--- config.mk ---
export PLATFORM = sky130hd
export DESIGN_NAME = present_sbox_layer_ctrl
export DESIGN_NICKNAME = d
export VERILOG_FILES = /design/src/rtl/present_sbox_layer_ctrl.sv
export SDC_FILE = /design/constraint.sdc
export NUM_CORES = 1
export LEC_CHECK = 0
export ABC_AREA = 1
export CORE_ASPECT_RATIO = 0.5
export CORE_MARGIN = 2
export CORE_UTILIZATION = 33
export DETAILED_ROUTE_END_ITERATION = 10
export GPL_TIMING_DRIVEN = 1
export HOLD_SLACK_MARGIN = 0.03
export PLACE_DENSITY = 0.62
export SETUP_SLACK_MARGIN = 0.2
export SLEW_MARGIN = 30
export SYNTH_ARGS = -nofsm -noshare
export SYNTH_HDL_FRONTEND = slang
export SYNTH_SLANG_ARGS = --single-unit
--- constraint.sdc ---
create_clock -name clk -period 13.2 [get_ports clk]
set_clock_uncertainty 0.1 [all_clocks]
set_input_delay 1.32 -clock clk [delete_from_list [all_inputs] [get_ports clk]]
set_output_delay 1.32 -clock clk [all_outputs]
set_load 0.03 [all_outputs]
--- src/rtl/present_sbox_layer_ctrl.sv ---
// Sequences a 3-share 64-bit state through one shared, pipelined masked S-box, nibble by nibble.
// Optional macro SBOX_CTRL_IDLE_ZERO_EN forces the S-box inputs to 0 in non-issue cycles.
module present_sbox_layer_ctrl #(
    parameter int unsigned SBOX_LAT = 3,
    parameter int unsigned NIBBLES  = 16
) (
    input  logic                 clk,
    input  logic                 rst_i,
    input  logic                 start_i,
    input  logic [4*NIBBLES-1:0] state1_i,
    input  logic [4*NIBBLES-1:0] state2_i,
    input  logic [4*NIBBLES-1:0] state3_i,
    output logic                 busy_o,
    output logic                 done_o,
    output logic [4*NIBBLES-1:0] state1_o,
    output logic [4*NIBBLES-1:0] state2_o,
    output logic [4*NIBBLES-1:0] state3_o,
    input  logic [52:0]          rand_i,
    input  logic                 rand_valid_i,
    output logic                 rand_ready_o,
    output logic [3:0]           sbox_in1_o,
    output logic [3:0]           sbox_in2_o,
    output logic [3:0]           sbox_in3_o,
    output logic [44:0]          sbox_r_o,
    output logic [7:0]           sbox_rs_in_o,
    input  logic [7:0]           sbox_rs_out_i,
    input  logic [3:0]           sbox_out1_i,
    input  logic [3:0]           sbox_out2_i,
    input  logic [3:0]           sbox_out3_i
);
    localparam int unsigned W    = 4 * NIBBLES;
    localparam int unsigned CntW = $clog2(NIBBLES + 1);

    typedef enum logic [1:0] {StIdle, StIssue, StDrain, StDone} state_e;

    state_e              state_q, state_d;
    logic [W-1:0]        sh1_q, sh1_d, sh2_q, sh2_d, sh3_q, sh3_d;
    logic [W-1:0]        res1_q, res1_d, res2_q, res2_d, res3_q, res3_d;
    logic [CntW-1:0]     issue_cnt_q, issue_cnt_d, cap_cnt_q, cap_cnt_d;
    logic [SBOX_LAT-1:0] vpipe_q, vpipe_d;
    logic                prev_issue_q;
    logic                issue, tap;

    assign issue = (state_q == StIssue) && rand_valid_i;
    assign tap   = vpipe_q[SBOX_LAT-1];

    always_comb begin
        state_d     = state_q;
        sh1_d       = sh1_q;
        sh2_d       = sh2_q;
        sh3_d       = sh3_q;
        res1_d      = res1_q;
        res2_d      = res2_q;
        res3_d      = res3_q;
        issue_cnt_d = issue_cnt_q;
        cap_cnt_d   = cap_cnt_q;
        vpipe_d     = (vpipe_q << 1) | SBOX_LAT'(issue);

        // Only tapped (issued) slots are written; bubbles never reach the result.
        if (tap) begin
            for (int i = 0; i < NIBBLES; i++) begin
                if (cap_cnt_q == CntW'(i)) begin
                    res1_d[4*i +: 4] = sbox_out1_i;
                    res2_d[4*i +: 4] = sbox_out2_i;
                    res3_d[4*i +: 4] = sbox_out3_i;
                end
            end
            cap_cnt_d = cap_cnt_q + CntW'(1);
        end

        unique case (state_q)
            StIdle: begin
                if (start_i) begin
                    sh1_d       = state1_i;
                    sh2_d       = state2_i;
                    sh3_d       = state3_i;
                    issue_cnt_d = '0;
                    cap_cnt_d   = '0;
                    state_d     = StIssue;
                end
            end
            StIssue: begin
                if (issue) begin
                    sh1_d       = sh1_q >> 4;
                    sh2_d       = sh2_q >> 4;
                    sh3_d       = sh3_q >> 4;
                    issue_cnt_d = issue_cnt_q + CntW'(1);
                    if (issue_cnt_q == CntW'(NIBBLES - 1)) state_d = StDrain;
                end
            end
            StDrain: begin
                // Leave on the final capture so done_o lands the cycle after it.
                if (tap && cap_cnt_q == CntW'(NIBBLES - 1)) state_d = StDone;
            end
            StDone:  state_d = StIdle;
            default: state_d = StIdle;
        endcase
    end

    always_comb begin
        busy_o       = (state_q == StIssue) || (state_q == StDrain);
        done_o       = (state_q == StDone);
        rand_ready_o = issue;
        state1_o     = res1_q;
        state2_o     = res2_q;
        state3_o     = res3_q;
`ifdef SBOX_CTRL_IDLE_ZERO_EN
        sbox_in1_o   = issue ? sh1_q[3:0] : 4'h0;
        sbox_in2_o   = issue ? sh2_q[3:0] : 4'h0;
        sbox_in3_o   = issue ? sh3_q[3:0] : 4'h0;
        sbox_r_o     = issue ? rand_i[44:0] : 45'h0;
        sbox_rs_in_o = issue ? (prev_issue_q ? sbox_rs_out_i : rand_i[52:45]) : 8'h0;
`else
        sbox_in1_o   = sh1_q[3:0];
        sbox_in2_o   = sh2_q[3:0];
        sbox_in3_o   = sh3_q[3:0];
        sbox_r_o     = rand_i[44:0];
        sbox_rs_in_o = prev_issue_q ? sbox_rs_out_i : rand_i[52:45];
`endif
    end

    always_ff @(posedge clk or posedge rst_i) begin
        if (rst_i) begin
            state_q      <= StIdle;
            sh1_q        <= '0;
            sh2_q        <= '0;
            sh3_q        <= '0;
            res1_q       <= '0;
            res2_q       <= '0;
            res3_q       <= '0;
            issue_cnt_q  <= '0;
            cap_cnt_q    <= '0;
            vpipe_q      <= '0;
            prev_issue_q <= 1'b0;
        end else begin
            state_q      <= state_d;
            sh1_q        <= sh1_d;
            sh2_q        <= sh2_d;
            sh3_q        <= sh3_d;
            res1_q       <= res1_d;
            res2_q       <= res2_d;
            res3_q       <= res3_d;
            issue_cnt_q  <= issue_cnt_d;
            cap_cnt_q    <= cap_cnt_d;
            vpipe_q      <= vpipe_d;
            prev_issue_q <= issue;
        end
    end
endmodule

==> impl_metrics.yaml, run 1 <==
status:
  outcome: "finished, final reports clean"
critical_path:
  critPathMaxFanout: 151
  r2r_slack_ps: 8770
  worst-path-buf-inv: 4
  crit_path_cell_trace: "inv_1 > ha_4 > inv_4 > nor2_1 > nor2_1 > nand2_8 > buf_6 > buf_6 > o21ai_0"
  critical_path.top_delay_family: "buffers and inverters"
  r2r_end: "sh1_q[47]"
  cp-start-kind: "flop"
  slowest_stage: "buf_6"
  required_ps: 13480
  arrival_ps: 4720
  crit_path_end_kind: "flop"
  worst_r2r_path_depth: 9
  worstSetupPathType: "flop to flop"
  regToRegStartpoint: "state_q[1]"
  critPathMaxStageDelay_ps: 700
logic_synthesis:
  syn-instance-count: 2013
  async_reset_ff_share_pct: 100.0
  synth_flop_cell: "dfrtp_1"
  yosys-top-cells-area: "dfrtp_1, nand2_1, o21ai_0"
  synth_top_cell_by_area: "dfrtp_1"
  ys_types: 25
  yosys.area_share.adder_pct: 0.7748
  synth_top_area_share_pct: 56.21
  synth.avg_cell_area_um2: 8.825
  ys_seq_area_share_pct: 56.21
  synthXorXnorAreaFrac_pct: 0.04930
  synth_top_family_by_area: "simple AND/OR/NAND/NOR gates"
  ys_warn_count: 0
  synth_common_cells: "nand2_1, o21ai_0, dfrtp_1, or2_2, o21ai_1"
  yosys.area_share.simple_pct: 19.76
  synth_most_common_cell: "nand2_1"
  synth_compound_area_share_pct: 15.92
  ys_ff_latch: 399
  netlist_area_um2: 17760
  syn-num-nets: 2293
  muxShareOfSynthArea_pct: 0.5071
  synth_edf_count: 0
cts:
  clkTransAtPathRegs_ps: 60
  postCtsHoldBufs: 0
  post_cts_resized: 0
  cts_tree: "yes"
  insertion_delay_ps: 550
  cts_buffers: 40
  cts_root_buf: "clkbuf_16"
  h-tree-depth: 2
  clk_path_buf_depth: 3
  post-cts-setup-buffer-count: 0
  clock-sinks: 399
sta:
  relSlewSlack_pct: 40.17
  fin_crit_sh_pct: 33.59
  whs_ps: 259.5
  max_clock_freq_mhz: 225.5
  hold_viol: 0
  min_period_ps: 4434
  worst_slew_pin_slew_ps: 895.2
  fin_setup_tns_ps: 0
  drv_slew: 0
  finalSetupViolations: 0
  rsz0062_at_grt: "no"
  worst_slack_ps: 8766
routing:
  routed_wl_um: 54840
  avgViaCountPerCell: 4.741
  post_drt_wl_per_cell_um: 17.93
  vias: 14497
  drc_errors: 0
  dr.pass1.iters: 5
  drt_iter0_markers: 1110
  final_antenna_net_count: 0
hold_path:
  hold_path.class: "flop to flop"
  worstHoldStart: "vpipe_q[1]"
  hold_end: "vpipe_q[2]"
  holdPathStages: 0
power:
  p_leak_uw: 0.009707
  powerDensity_nw_per_um2: 219.5
  vdd_ir_drop_max_v: 0.0001475
floorplan:
  die_area_um2: 55820
  ios: 529
  row_count: 60
  initial_core_util_pct: 33.24
  die_h_um: 168.1
  fp.coreArea_um2: 53450
  die_w_um: 332.1
placement:
  dpl.cell_count: 2983
  place_ws_ps: 8394
  gp_congestion: 0.8092
  placed_area_um2: 22200
  portBuffers: 438
  place.detailed.hpwl_um: 36890
grt:
  antenna_found_initial: 2
  track_usage_pct: 19.17
  grt_pass1_wl_um: 83840
  grt_pass1_vias: 14202
  grt_max_degree: 152
  grt_overflow: 0
finish:
  nets: 2592
  area_growth_pct: 32.57
  nFillCells: 5288
  seq_area_um2: 9985
  multi_input_area_um2: 6620
  finalNonFillerCells: 3058
  layout-drive-gt1-share_pct: 12.63
  final_area_um2: 23550
run:
  maxCapViolations: 0
## layout make-up
| class | count | share of cell area [%] |
|---|---|---|
| Sequential cell | 399 | 42.40 |
| Tap cell | 713 | 3.788 |
| Clock buffer | 63 | 5.175 |
| Clock inverter | 10 | 0.4835 |
| Timing Repair Buffer | 461 | 19.54 |
| Multi-Input combinational cell | 1382 | 28.11 |
| Antenna cell | 2 | 0.02125 |
| Inverter | 28 | 0.4888 |
## sequential cells by signal (all words and copies together) (netlist names), 3 cells and up
name,flops
issue_cnt_q,5
state2_o,64
sh3_q,64
vpipe_q,3
state1_o,64
sh1_q,64
sh2_q,64
cap_cnt_q,5
state3_o,64
## report_power, final
group / internal (uW) / total [uW] / switching, uW
registers: 1670 / 1910 / 234
clock network: 675 / 1170 / 494
logic: 778 / 2090 / 1310
## per-layer routing
| layer | routed length, um | vias to the layer above | track usage (%) |
|---|---|---|---|
| met2 | 28590 | 292 | 34.44 |
| li1 | - | 7112 | - |
| met4 | 1985 | 0 | 7.549 |
| met1 | 22330 | 6978 | 23.07 |
| met5 | 0 | - | 0 |
| met3 | 1941 | 115 | 3.167 |
## worst max-delay path by stage
| stage | end | start | slack (ps) | cells after the start |
|---|---|---|---|---|
| 3_3_place_gp | sh1_q[44] | rand_valid_i | 8190 | 7 |
| 6_report | sh1_q[47] | state_q[1] | 8770 | 9 |
| 2_1_floorplan | cap_cnt_q[0] | rst_i | 680 | 1 |
| 5_1_grt | sh1_q[34] | state_q[1] | 8300 | 10 |
| 4_1_cts | sh1_q[42] | state_q[1] | 8550 | 9 |
| 3_5_place_dp | sh1_q[40] | rand_valid_i | 8390 | 7 |
## cells in the final DEF (no fill, tap or decap), types with 7 or more instances in the layout
master	netlist	routed
mux2_2	8	8
ha_1	11	10
nand3_1	16	16
or2_2	182	182
o21ai_1	155	155
inv_1	24	23
o21ai_0	407	407
clkdlybuf4s50_1	0	438
clkbuf_1	74	11
clkbuf_8	0	11
dfrtp_1	399	399
nor2_2	1	7
buf_4	63	16
nand2_1	567	567
clkbuf_16	0	41
nor2_1	21	15
## logic make-up (layout without fill, tap and decap cells)
family	Yosys count	in the layout
AO/OA/AOI/OAI	565	565
XOR/XNOR	1	1
adder cells (fa/ha/maj)	11	11
buffers and inverters	232	562
flip-flops	399	399
multiplexers	8	8
other	0	2
AND/OR/NAND/NOR	797	797
## metrics by stage
stage                     util [%]  total power, uW
final                        44.06             5168
after global routing         44.06             5559
after CTS                    44.02             5230
after detailed placement     41.53             4037
after global placement       41.41             3982
after floorplan                  -             3380
Power figures use the tool's default switching activity.
==> inputs of run 2 (changes only) <==
- PLACE_DENSITY: 0.62 -> 0.59
- clock period: 13.2 -> 4.46 ns (I/O delays scaled with it)
==> run 2 against run 1 <==
  * Cell count fell by 0.20%
  * Worst hold slack lost 180 ps
  * Register-to-register slack worse by 6900 ps
  * Flip-flop and latch count did not move
  * Critical path depth down 4
  * Final area fell by 0.14%
  * Routed wire length is 2.0% lower
  * Combinational power grew to 3.0 times the previous value
  * Global-route usage fell by 0.35 points
  * Utilization shrank 0.061 points
  * Sequential share of layout area increased by 0.059 points
  * Total power rose to 2.9 times the previous value
  * Critical path type is now flop to output port
==> impl_metrics.yaml, run 2 (synthesized netlist as in run 1, its figures left out) <==
status:
  outcome: "finished, final reports clean"
grt:
  grt_max_degree: 195
  grt_overflow: 0
  grt_pass1_vias: 13916
  antenna_found_initial: 1
  track_usage_pct: 18.82
  grt_pass1_wl_um: 82890
sta:
  max_clock_freq_mhz: 334.7
  rsz0062_at_grt: "no"
  min_period_ps: 2988
  finalSetupViolations: 0
  relSlewSlack_pct: 37.47
  fin_setup_tns_ps: 0
  hold_viol: 0
  worst_slew_pin_slew_ps: 934.6
  drv_slew: 0
  fin_crit_sh_pct: 66.98
cts:
  cts_root_buf: "clkbuf_16"
  post-cts-setup-buffer-count: 0
  post_cts_resized: 0
  postCtsHoldBufs: 0
  clkTransAtPathRegs_ps: 60
  cts_buffers: 40
  cts_tree: "yes"
  clk_path_buf_depth: 3
  clock-sinks: 399
  h-tree-depth: 2
  insertion_delay_ps: 550
placement:
  portBuffers: 438
  placed_area_um2: 22210
  dpl.cell_count: 2979
  place.detailed.hpwl_um: 36160
  gp_congestion: 0.8079
finish:
  finalNonFillerCells: 3052
  area_growth_pct: 32.39
  layout-drive-gt1-share_pct: 12.45
  layout_commonest_cell: "nand2_1"
  final_area_um2: 23520
  mostFrequentLayoutCells: "nand2_1, clkdlybuf4s50_1, o21ai_0"
  nets: 2588
  nFillCells: 5235
critical_path:
  critical_path.top_delay_family: "buffers and inverters"
  cpMostUsedCell: "inv_1"
  regToRegStartpoint: "state_q[1]"
  arrival_ps: 2440
  crit_path_cell_trace: "inv_1 > ha_4 > nand2_1 > inv_1 > clkdlybuf4s50_1"
  worst-path-buf-inv: 3
  r2r_slack_ps: 1870
  worst_r2r_path_depth: 8
  critPathMaxStageDelay_ps: 760
  r2r_end: "sh1_q[35]"
  critPathMaxFanout: 27
  slowest_stage: "clkdlybuf4s50_1"
  cp-start-kind: "flop"
  crit_start: "state_q[1]"
  worstSetupPathType: "flop to output port"
  required_ps: 3910
  crit_path_end_kind: "output port"
floorplan:
  initial_core_util_pct: 33.24
  ios: 529
  fp.coreArea_um2: 53450
  die_area_um2: 55820
  die_h_um: 168.1
  die_w_um: 332.1
  row_count: 60
power:
  vdd_ir_drop_max_v: 0.0004072
  powerDensity_nw_per_um2: 647.4
  p_leak_uw: 0.009686
run:
  maxCapViolations: 0
routing:
  dr.pass1.iters: 5
  routed_wl_um: 53750
  drc_errors: 0
  final_antenna_net_count: 0
  post_drt_wl_per_cell_um: 17.61
  drt_iter0_markers: 1017
  avgViaCountPerCell: 4.739
  vias: 14463
hold_path:
  hold_path.class: "input port to asynchronous set/reset pin"
## run 2: cell types whose count changed in the layout (fill, tap and decap cells not counted), sizes merged
cell,before,now
buf,23,19
bufinv,2,0
clkbuf,63,65
clkinv,5,4
clkinvlp,1,2
diode,2,1
inv,30,29
## run 2: metrics by stage
step	hold WS [ps]	power (uW)	setup WS (ps)	utilization (%)
6_report	79.12	15230	1472	44.00
5_1_grt	50.08	16380	1313	44.00
4_1_cts	48.13	15420	1427	43.96
3_5_place_dp	234.7	11990	1787	41.56
3_3_place_gp	233.0	11880	1729	41.54
2_1_floorplan	231.2	10010	-1458	-
## run 2: how the worst max path moves through the flow
stage	endpoint	slack, ps	cells after the start
finish	rand_ready_o	1470	5
global route	rand_ready_o	1310	5
CTS	rand_ready_o	1430	5
detailed placement	state3_o[4]	1790	6
global placement	state1_o[33]	1730	6
floorplan	cap_cnt_q[0]	-1460	1
## run 2: worst reg2reg max path: cells and delay by family (launching register included)
kind                     cells  cell delay (ps)
adder cells (fa/ha/maj)      1              320
AO/OA/AOI/OAI                1               90
flip-flops                   1              420
AND/OR/NAND/NOR              4              920
buffers and inverters        2              610
## run 2: metal layers
| metal | global-route usage [%] | vias up | share of wire [%] |
|---|---|---|---|
| li1 | - | 7106 | - |
| met4 | 4.506 | 0 | 2.0 |
| met2 | 34.09 | 236 | 52 |
| met3 | 2.891 | 78 | 3.4 |
| met1 | 23.64 | 7043 | 42 |
| met5 | 0 | - | 0 |
## run 2: cell type report
cell class	count	area (um2)	area share, %
antenna	1	2.502	0.01064
clock buffer	65	1236	5.256
clock inverter	7	48.80	0.2075
inverter	28	111.4	0.4735
multi-input combinational	1382	6628	28.18
sequential	399	9985	42.46
tap	713	892.1	3.793
timing repair buffer	457	4614	19.62
## run 2: report_power, final
part           total (uW)  leakage (uW)  internal (uW)  switching (uW)
Sequential           5630       0.00438           4950             681
Clock                3360      0.000631           1900            1460
Combinational        6240       0.00467           2350            3890
Total               15200       0.00969           9190            6030
